==> src/rtl/imm_gen_pipe.sv <==
// imm_gen_pipe: pipelined RISC-V immediate generator for the decode stage.
// Classifies the instruction format, builds the sign/zero-extended immediate
// and carries a sideband tag, with a valid/ready handshake and flush.
// STAGES=2 registers classify and assemble separately; STAGES=1 does both
// combinationally ahead of a single output register.
// Optional feature: define IMM_GEN_ZICSR_EN to decode SYSTEM CSR forms as
// fmt 6 (CSR address or uimm). Without it SYSTEM is plain I-type.
module imm_gen_pipe #(
    parameter int XLEN   = 32,
    parameter int STAGES = 2,
    parameter int TAG_W  = 5
) (
    input  logic             CLK,
    input  logic             RST,
    input  logic             flush,
    input  logic             in_valid,
    output logic             in_ready,
    input  logic [31:0]      inst,
    input  logic [TAG_W-1:0] in_tag,
    output logic             out_valid,
    input  logic             out_ready,
    output logic [XLEN-1:0]  imm,
    output logic [2:0]       fmt,
    output logic [TAG_W-1:0] out_tag,
    output logic             illegal
);

    localparam logic [2:0] FMT_R   = 3'd0;
    localparam logic [2:0] FMT_I   = 3'd1;
    localparam logic [2:0] FMT_S   = 3'd2;
    localparam logic [2:0] FMT_B   = 3'd3;
    localparam logic [2:0] FMT_U   = 3'd4;
    localparam logic [2:0] FMT_J   = 3'd5;
    localparam logic [2:0] FMT_CSR = 3'd6;
    localparam logic [2:0] FMT_ILL = 3'd7;

    // Format classification from opcode (and funct3 for SYSTEM when CSR decode is on).
    function automatic logic [2:0] classify(input logic [31:0] i);
        logic [2:0] f;
        f = FMT_ILL;
        case (i[6:0])
            7'b0010011, 7'b0000011, 7'b1100111: f = FMT_I;
            7'b0011011: f = (XLEN == 64) ? FMT_I : FMT_ILL;
            7'b0100011: f = FMT_S;
            7'b1100011: f = FMT_B;
            7'b0110111, 7'b0010111: f = FMT_U;
            7'b1101111: f = FMT_J;
            7'b0110011: f = FMT_R;
            7'b1110011: begin
`ifdef IMM_GEN_ZICSR_EN
                // funct3[2] selects the uimm forms; funct3 0 is ECALL/EBREAK-style I, 4 is reserved.
                if (i[14])
                    f = (i[13:12] == 2'b00) ? FMT_ILL : FMT_CSR;
                else
                    f = (i[13:12] == 2'b00) ? FMT_I : FMT_CSR;
`else
                f = FMT_I;
`endif
            end
            default: f = FMT_ILL;
        endcase
        return f;
    endfunction

    // Immediate assembly from instruction payload bits [31:7] and the format.
    // Every sign-extended form is first built as a signed 32-bit value and then
    // widened, so U-type is sign-extended as well when XLEN is 64.
    function automatic logic [XLEN-1:0] assemble(input logic [31:7] i, input logic [2:0] f);
        logic signed [31:0] v;
        logic [XLEN-1:0]    r;
        v = '0;
        case (f)
            FMT_I:   v = {{20{i[31]}}, i[31:20]};
            FMT_S:   v = {{20{i[31]}}, i[31:25], i[11:7]};
            FMT_B:   v = {{19{i[31]}}, i[31], i[7], i[30:25], i[11:8], 1'b0};
            FMT_U:   v = {i[31:12], 12'b0};
            FMT_J:   v = {{11{i[31]}}, i[31], i[19:12], i[20], i[30:21], 1'b0};
            default: v = '0;
        endcase
        r = XLEN'(v);
        // CSR forms are zero-extended: 5-bit uimm when funct3[2] is set, else the 12-bit CSR address.
        if (f == FMT_CSR)
            r = i[14] ? XLEN'(i[19:15]) : XLEN'(i[31:20]);
        return r;
    endfunction

    generate
        if (STAGES == 1) begin : g_one
            logic             r_v1;
            logic [XLEN-1:0]  r_imm1;
            logic [2:0]       r_fmt1;
            logic [TAG_W-1:0] r_tag1;
            logic [2:0]       w_fmt;

            assign w_fmt    = classify(inst);
            assign in_ready = !r_v1 || out_ready;

            // Output stage: classify + assemble in front of the only register.
            always_ff @(posedge CLK or posedge RST) begin
                if (RST) begin
                    r_v1   <= 1'b0;
                    r_imm1 <= '0;
                    r_fmt1 <= '0;
                    r_tag1 <= '0;
                end else if (flush) begin
                    r_v1 <= 1'b0;
                end else if (in_ready) begin
                    r_v1 <= in_valid;
                    if (in_valid) begin
                        r_imm1 <= assemble(inst[31:7], w_fmt);
                        r_fmt1 <= w_fmt;
                        r_tag1 <= in_tag;
                    end
                end
            end

            assign out_valid = r_v1;
            assign imm       = r_imm1;
            assign fmt       = r_fmt1;
            assign out_tag   = r_tag1;
            assign illegal   = (r_fmt1 == FMT_ILL);
        end else begin : g_two
            logic             r_v0;
            logic [31:7]      r_bits0;
            logic [2:0]       r_fmt0;
            logic [TAG_W-1:0] r_tag0;
            logic             r_v1;
            logic [XLEN-1:0]  r_imm1;
            logic [2:0]       r_fmt1;
            logic [TAG_W-1:0] r_tag1;
            logic             w_s1_adv;

            // Output stage can take a new entry when empty or when its entry leaves.
            assign w_s1_adv = !r_v1 || out_ready;
            assign in_ready = !r_v0 || w_s1_adv;

            // Stage 0: classify and latch the payload bits needed for assembly.
            always_ff @(posedge CLK or posedge RST) begin
                if (RST) begin
                    r_v0    <= 1'b0;
                    r_bits0 <= '0;
                    r_fmt0  <= '0;
                    r_tag0  <= '0;
                end else if (flush) begin
                    r_v0 <= 1'b0;
                end else if (in_ready) begin
                    r_v0 <= in_valid;
                    if (in_valid) begin
                        r_bits0 <= inst[31:7];
                        r_fmt0  <= classify(inst);
                        r_tag0  <= in_tag;
                    end
                end
            end

            // Stage 1: assemble the immediate; holds while the consumer stalls.
            always_ff @(posedge CLK or posedge RST) begin
                if (RST) begin
                    r_v1   <= 1'b0;
                    r_imm1 <= '0;
                    r_fmt1 <= '0;
                    r_tag1 <= '0;
                end else if (flush) begin
                    r_v1 <= 1'b0;
                end else if (w_s1_adv) begin
                    r_v1 <= r_v0;
                    if (r_v0) begin
                        r_imm1 <= assemble(r_bits0, r_fmt0);
                        r_fmt1 <= r_fmt0;
                        r_tag1 <= r_tag0;
                    end
                end
            end

            assign out_valid = r_v1;
            assign imm       = r_imm1;
            assign fmt       = r_fmt1;
            assign out_tag   = r_tag1;
            assign illegal   = (r_fmt1 == FMT_ILL);
        end
    endgenerate

endmodule
==> config.mk <==
export PLATFORM = sky130hd
export DESIGN_NAME = imm_gen_pipe
export DESIGN_NICKNAME = d
export VERILOG_FILES = /design/src/rtl/imm_gen_pipe.sv
export SDC_FILE = /design/constraint.sdc
export NUM_CORES = 1
export LEC_CHECK = 0
export ABC_CLOCK_PERIOD_IN_PS = 4600
export BUFFER_PORTS_ARGS = -buffer_cell sky130_fd_sc_hd__buf_4
export CORE_UTILIZATION = 55
export CTS_BUF_LIST = sky130_fd_sc_hd__clkbuf_8
export DETAILED_ROUTE_END_ITERATION = 8
export PLACE_DENSITY_LB_ADDON = 0.08
export SKIP_CTS_REPAIR_TIMING = 1
export SLEW_MARGIN = 20
export SYNTH_ARGS = -nofsm -noshare
export SYNTH_HDL_FRONTEND = slang
export SYNTH_SLANG_ARGS = --single-unit
==> constraint.sdc <==
create_clock -name CLK -period 4.6 [get_ports CLK]
set_input_delay 0.69 -clock CLK [delete_from_list [all_inputs] [get_ports CLK]]
set_output_delay 0.69 -clock CLK [all_outputs]
set_load 0.05 [all_outputs]
==> results of run 1 <==
sequential cells by signal, indices dropped and copies added, names as in the netlist:
register	count
fmt	3
g_two.r_bits0	25
g_two.r_fmt0	3
g_two.r_tag0	5
g_two.r_v0	1
imm	32
out_tag	5
out_valid	1
stage by stage:
stage | total power [mW] | cell area (um^2)
after floorplan | 1.211 | 3493
after global placement | 1.366 | 4113
after detailed placement | 1.377 | 4113
after CTS | 1.911 | 4319
after global routing | 1.986 | 4319
final | 1.898 | 4319
cell type report:
| class | instances | area, um^2 | share of cell area, % |
|---|---|---|---|
| sequential | 75 | 1877 | 43.45 |
| multi-input combinational | 212 | 1476 | 34.18 |
| timing repair buffer | 87 | 653.1 | 15.12 |
| clock buffer | 9 | 123.9 | 2.868 |
| tap | 75 | 93.84 | 2.173 |
| clock inverter | 6 | 82.58 | 1.912 |
| inverter | 3 | 12.51 | 0.2897 |
worst max path at each step:
stage          depth (start not counted)       startpoint  endpoint  slack [ns]
2_1_floorplan                          1              RST    fmt[0]        2.00
3_3_place_gp                           4        out_ready    imm[4]        2.40
3_5_place_dp                           4        out_ready   imm[14]        2.31
4_1_cts                                3        out_valid   imm[14]        2.63
5_1_grt                                4  g_two.r_fmt0[2]   imm[23]        2.52
6_report                               4  g_two.r_fmt0[2]   imm[23]        2.71
power breakdown:
part	internal, mW	switching, mW
Sequential	0.755	0.0818
Combinational	0.203	0.323
Clock	0.300	0.235
metal layers:
metal | share of wire (%) | wire length [um]
met5 | 0 | 0
met2 | 47 | 3374
met3 | 5.7 | 412
met1 | 46 | 3344
met4 | 1.0 | 73
cells in the mapped netlist (6+ instances only):
library cell / count / share of area [%]
sky130_fd_sc_hd__mux2_2: 17 / 5.5
sky130_fd_sc_hd__nor2b_1: 7 / 1.3
sky130_fd_sc_hd__mux2i_1: 6 / 1.7
sky130_fd_sc_hd__buf_2: 11 / 1.6
sky130_fd_sc_hd__mux2_4: 24 / 10
sky130_fd_sc_hd__o21ai_0: 31 / 4.4
sky130_fd_sc_hd__nand2_1: 56 / 6.0
sky130_fd_sc_hd__nor2_1: 14 / 1.5
sky130_fd_sc_hd__dfrtp_1: 75 / 54
sky130_fd_sc_hd__a21oi_1: 24 / 3.4
logic make-up (layout without fill, tap and decap cells):
group / count (synthesis) / in the layout / share of synthesized area [%]
mux: 47 / 47 / 17.51
simple gates: 93 / 93 / 12.86
flops: 75 / 75 / 53.72
compound gates: 72 / 72 / 11.53
buf+inv: 24 / 105 / 4.369
==> impl_metrics.tcl, run 1 <==
set metrics [dict create \
    reg2reg_slack_ns 2.71 \
    slew-limit-headroom_pct 51.23 \
    status "complete, no violations" \
    route.detailed.vias_per_inst 5.471 \
    clock_tree_root_driver_cell "sky130_fd_sc_hd__clkbuf_8" \
    timing.critical_path.max_delay_family "flip-flops" \
    routed-via-count 2555 \
    place.detailed.instances 452 \
    grt.met2_usage_pct 36.00 \
    path_buf_inv 0 \
    final_global_route_overflow_total 0 \
    timing.setup.tns_ns 0 \
    ys_warn_count 0 \
    synth.yosys.seq_area_share_pct 53.72 \
    synth_edf_count 0 \
    grt_antenna_before_repair 0 \
    grt_start_max_net_pins 52 \
    setup-violations-final 0 \
    regToRegEndpoint "imm[23]" \
    die_w_um 81.70 \
    diodes 0 \
    reg2reg_from "g_two.r_fmt0[2]" \
    dr.first_iter.drc_count 151 \
    maximum_clock_skew_at_final_layout_ns 0.005659 \
    io_buffer_count 84 \
    htreeDepth 3 \
    grt-busiest-layer "met2" \
    final.period_utilization_pct 41.00 \
    area.growth.synth_to_final_pct 23.64 \
    tritoncts "done" \
    netlist-cell-type-count 37 \
    synth_nets 353 \
    grt_setup_unrepaired "no" \
    hold_fails_final_rpt 0 \
    grtUsageMet3_pct 5.556 \
    maxCapViolations 0 \
    dieHeight_um 81.70 \
    synth_flop_cell "sky130_fd_sc_hd__dfrtp_1" \
    cp_data_arrival_time_ns 2.17 \
    worst_skew_pair.late_latency_ns 0.34 \
    final_cell_mix "87 x sky130_fd_sc_hd__buf_4, 75 x sky130_fd_sc_hd__dfrtp_1, 56 x sky130_fd_sc_hd__nand2_1" \
    synth_cells 311 \
    post_route_cells_drive_above_1_share_pct 38.01 \
    grt_first_pass_wirelength_um 11630 \
    cts_inserted_buffers 9 \
    most_frequent_standard_cell_in_the_layout_excluding_fill_and_tap_cells "sky130_fd_sc_hd__buf_4" \
    number_of_global_route_vias_before_repair 2387 \
    nets 430 \
    cts.sinks 75 \
    criticalPathCategory "reg2reg" \
    io_pins 85 \
    first_pass_iters 4 \
    post_synth_instance_area_um2 3493 \
    powerDensity_nw_per_um2 439.4 \
    synth_area_per_cell_um2 11.23 \
    drt_wl_total_um 7204 \
    initial_core_util_pct 57.97 \
    final.fill_count 464 \
    leak_pwr_nw 2.110 \
    ys_ff_latch 75 \
    vdd_drop_max_uv 284.1 \
    max_clock_freq_mhz 530.2 \
    worst-path-max-fanout 15 \
    postLayoutSetupSlackWorst_ns 2.714 \
    core_region_area_um2 6026 \
    gp_routability_congestion 0.7160 \
    worst_path_max_delay_cell "sky130_fd_sc_hd__dfrtp_1" \
    postSynth.asyncResetShare_pct 100.0 \
    average_wire_length_per_cell_after_detail_routing_um 15.43 \
    core.rowCount 28 \
    worst_setup_slack_before_clock_tree_synthesis_ns 2.311 \
    worst_case_hold_slack_ns 0.3268 \
    track_usage_pct 23.60 \
    reg2regPathDepth 4 \
    timing.final.crit_period_ns 1.886 \
    worst_setup_hold_path_clk_slew_ns 0.08 \
    finalCoreUtilization_pct 71.68 \
    antenna_left 0 \
    tightestPinTransition_ns 0.7315 \
    timing.hold.worst.class "in2async" \
    route.detailed.drc 0 \
    ctsLongestPathBuffers 2 \
    critPathMaxStageDelay_ns 0.64 \
    worstPathRequired_ns 4.88 \
    dp.final_hpwl_um 4850 \
    instances_no_fill 467 \
    worstSetupEndpointType "flip-flop" \
    use_met1_pct 33.04 \
    cell_by_cell_listing_of_the_critical_path "nor2b_1 > a21oi_1 > o21ai_0 > mux2_2" \
    die_area_um2 6674 \
    report.final.slew_viol_count 0 \
    crit_path_start_kind "flip-flop" \
]
(Power assumes the default switching activity.)
==> inputs of run 2 (changes only) <==
ABC_CLOCK_PERIOD_IN_PS = 1750   (was 4600)
clock period = 1.75 ns   (was 4.6 ns; I/O delays follow)
==> run 2 against run 1 <==
Effect of this change: setup slack got worse by 2.5 ns; clock-buffer cell count grew 1; design area rose by 3.8%; critical path depth unchanged; highest routed layer unchanged; largest power group unchanged; utilization up 2.7 points; maximum frequency up 23%; clock power rose to 3.0 times the previous value; flip-flop and latch count did not move.
==> impl_metrics.tcl, run 2 (synthesis gave the netlist of run 1 again) <==
set metrics [dict create \
    io_buffer_count 84 \
    timing.hold.worst.class "in2reg" \
    critPathMaxStageDelay_ns 0.43 \
    cell_by_cell_listing_of_the_critical_path "nand3b_4 > nor3b_4 > buf_12 > mux2_2" \
    route.detailed.drc 0 \
    grtUsageMet3_pct 5.000 \
    clock_tree_root_driver_cell "sky130_fd_sc_hd__clkbuf_8" \
    cts_inserted_buffers 9 \
    final.fill_count 440 \
    initial_core_util_pct 57.97 \
    core.rowCount 28 \
    final_cell_mix "91 x sky130_fd_sc_hd__buf_4, 74 x sky130_fd_sc_hd__dfrtp_1, 56 x sky130_fd_sc_hd__nand2_1" \
    post_route_cells_drive_above_1_share_pct 39.30 \
    reg2regPathDepth 4 \
    dieHeight_um 81.70 \
    slew-limit-headroom_pct 68.81 \
    grt.met2_usage_pct 36.33 \
    grt_start_max_net_pins 45 \
    grt_setup_unrepaired "no" \
    cp-endpoint "g_two.r_bits0[22]" \
    tightestPinTransition_ns 0.4678 \
    final_global_route_overflow_total 0 \
    maximum_clock_skew_at_final_layout_ns 0.01202 \
    grt_first_pass_wirelength_um 11610 \
    tritoncts "done" \
    cts.sinks 75 \
    powerDensity_nw_per_um2 1167 \
    first_pass_iters 4 \
    worstPathRequired_ns 1.99 \
    grt_antenna_before_repair 0 \
    criticalPathCategory "reg2reg" \
    hold_fails_final_rpt 0 \
    detailed_place.area_um2 4227 \
    number_of_global_route_vias_before_repair 2395 \
    die_area_um2 6674 \
    worst_setup_hold_path_clk_slew_ns 0.08 \
    core_region_area_um2 6026 \
    io_pins 85 \
    htreeDepth 3 \
    nets 439 \
    worst_path_max_delay_cell "sky130_fd_sc_hd__dfrtp_1" \
    drt_wl_total_um 7336 \
    reg2reg_slack_ns 0.22 \
    regToRegEndpoint "g_two.r_bits0[22]" \
    maxCapViolations 0 \
    vdd_drop_max_uv 673.8 \
    max_clock_freq_mhz 652.9 \
    area.growth.synth_to_final_pct 28.30 \
    postLayoutCellArea_um2 4482 \
    timing.final.crit_period_ns 1.532 \
    track_usage_pct 23.88 \
    timing.setup.tns_ns 0 \
    largest_register_ffs 32 \
    dp.final_hpwl_um 5084 \
    die_w_um 81.70 \
    cp_data_arrival_time_ns 1.77 \
    crit_path_start_kind "flip-flop" \
    worst_skew_pair.late_latency_ns 0.35 \
    most_frequent_standard_cell_in_the_layout_excluding_fill_and_tap_cells "sky130_fd_sc_hd__buf_4" \
    antenna_left 0 \
    grt-busiest-layer "met2" \
    gp_routability_congestion 0.7559 \
    reg2reg_from "g_two.r_v0" \
    status "complete, no violations" \
    report.final.slew_viol_count 0 \
    routed-via-count 2592 \
    postLayoutSetupSlackWorst_ns 0.2185 \
    cp_launch_point "g_two.r_v0" \
    diodes 0 \
    worstSetupEndpointType "flip-flop" \
    setup-violations-final 0 \
    dr.first_iter.drc_count 144 \
    route.detailed.vias_per_inst 5.434 \
    average_wire_length_per_cell_after_detail_routing_um 15.38 \
    worst-path-max-fanout 36 \
    final.period_utilization_pct 87.52 \
    use_met1_pct 32.65 \
    leak_pwr_nw 2.179 \
    worst_setup_slack_before_clock_tree_synthesis_ns 0.1112 \
    ctsLongestPathBuffers 2 \
]
## run 2: changes by cell type in the layout (fill, tap and decap cells not counted), sizes merged
cell	before	now
buf	87	95
clkinv	4	0
clkinvlp	0	2
bufinv	2	3
clkbuf	9	10
dlygate4sd3	0	1
inv	3	4
## run 2: layout make-up
class / count / area (um^2) / area share, %
Inverter: 3 / 15.01 / 0.3350
Timing Repair Buffer: 96 / 773.2 / 17.25
Multi-Input combinational cell: 212 / 1479 / 33.00
Clock inverter: 6 / 105.1 / 2.345
Clock buffer: 10 / 137.6 / 3.071
Sequential cell: 75 / 1878 / 41.90
Tap cell: 75 / 93.84 / 2.094
## run 2: critical path: cells and delay by family (launching register included)
kind	cells	cell delay, ns
flops	1	0.43
mux	1	0.37
simple gates	2	0.33
buf+inv	1	0.28
## run 2: metal layers
| metal | routed length (um) | vias up |
|---|---|---|
| met1 | 3449 | 1249 |
| met2 | 3389 | 70 |
| met3 | 352 | 12 |
| li1 | - | 1261 |
| met5 | 0 | - |
| met4 | 143 | 0 |
## run 2: how the worst min path moves through the flow
stage / depth (start not counted) / endpoint / slack, ns / from
floorplan: 1 / out_valid / 0.33 / flush
detailed placement: 3 / imm[1] / 0.35 / RST
finish: 2 / g_two.r_v0 / 0.12 / flush
global route: 2 / g_two.r_v0 / 0.12 / flush
CTS: 3 / imm[1] / -0.04 / RST
global placement: 3 / imm[1] / 0.34 / RST
## run 2: metrics by stage
step	hold WS, ns	power [mW]	utilization, %	instances
after floorplan	0.3252	3.183	-	311
after global placement	0.3437	3.624	70.14	460
after detailed placement	0.3460	3.656	70.14	460
after CTS	-0.04243	5.266	74.17	476
after global routing	0.1213	5.450	74.38	477
final	0.1237	5.228	74.38	477
## run 2: power by group
group / internal (mW) / switching, mW / leakage [nW] / total (mW)
clock: 0.976 / 0.631 / 0.125 / 1.61
sequential: 1.99 / 0.207 / 0.935 / 2.19
combinational: 0.563 / 0.864 / 1.12 / 1.43
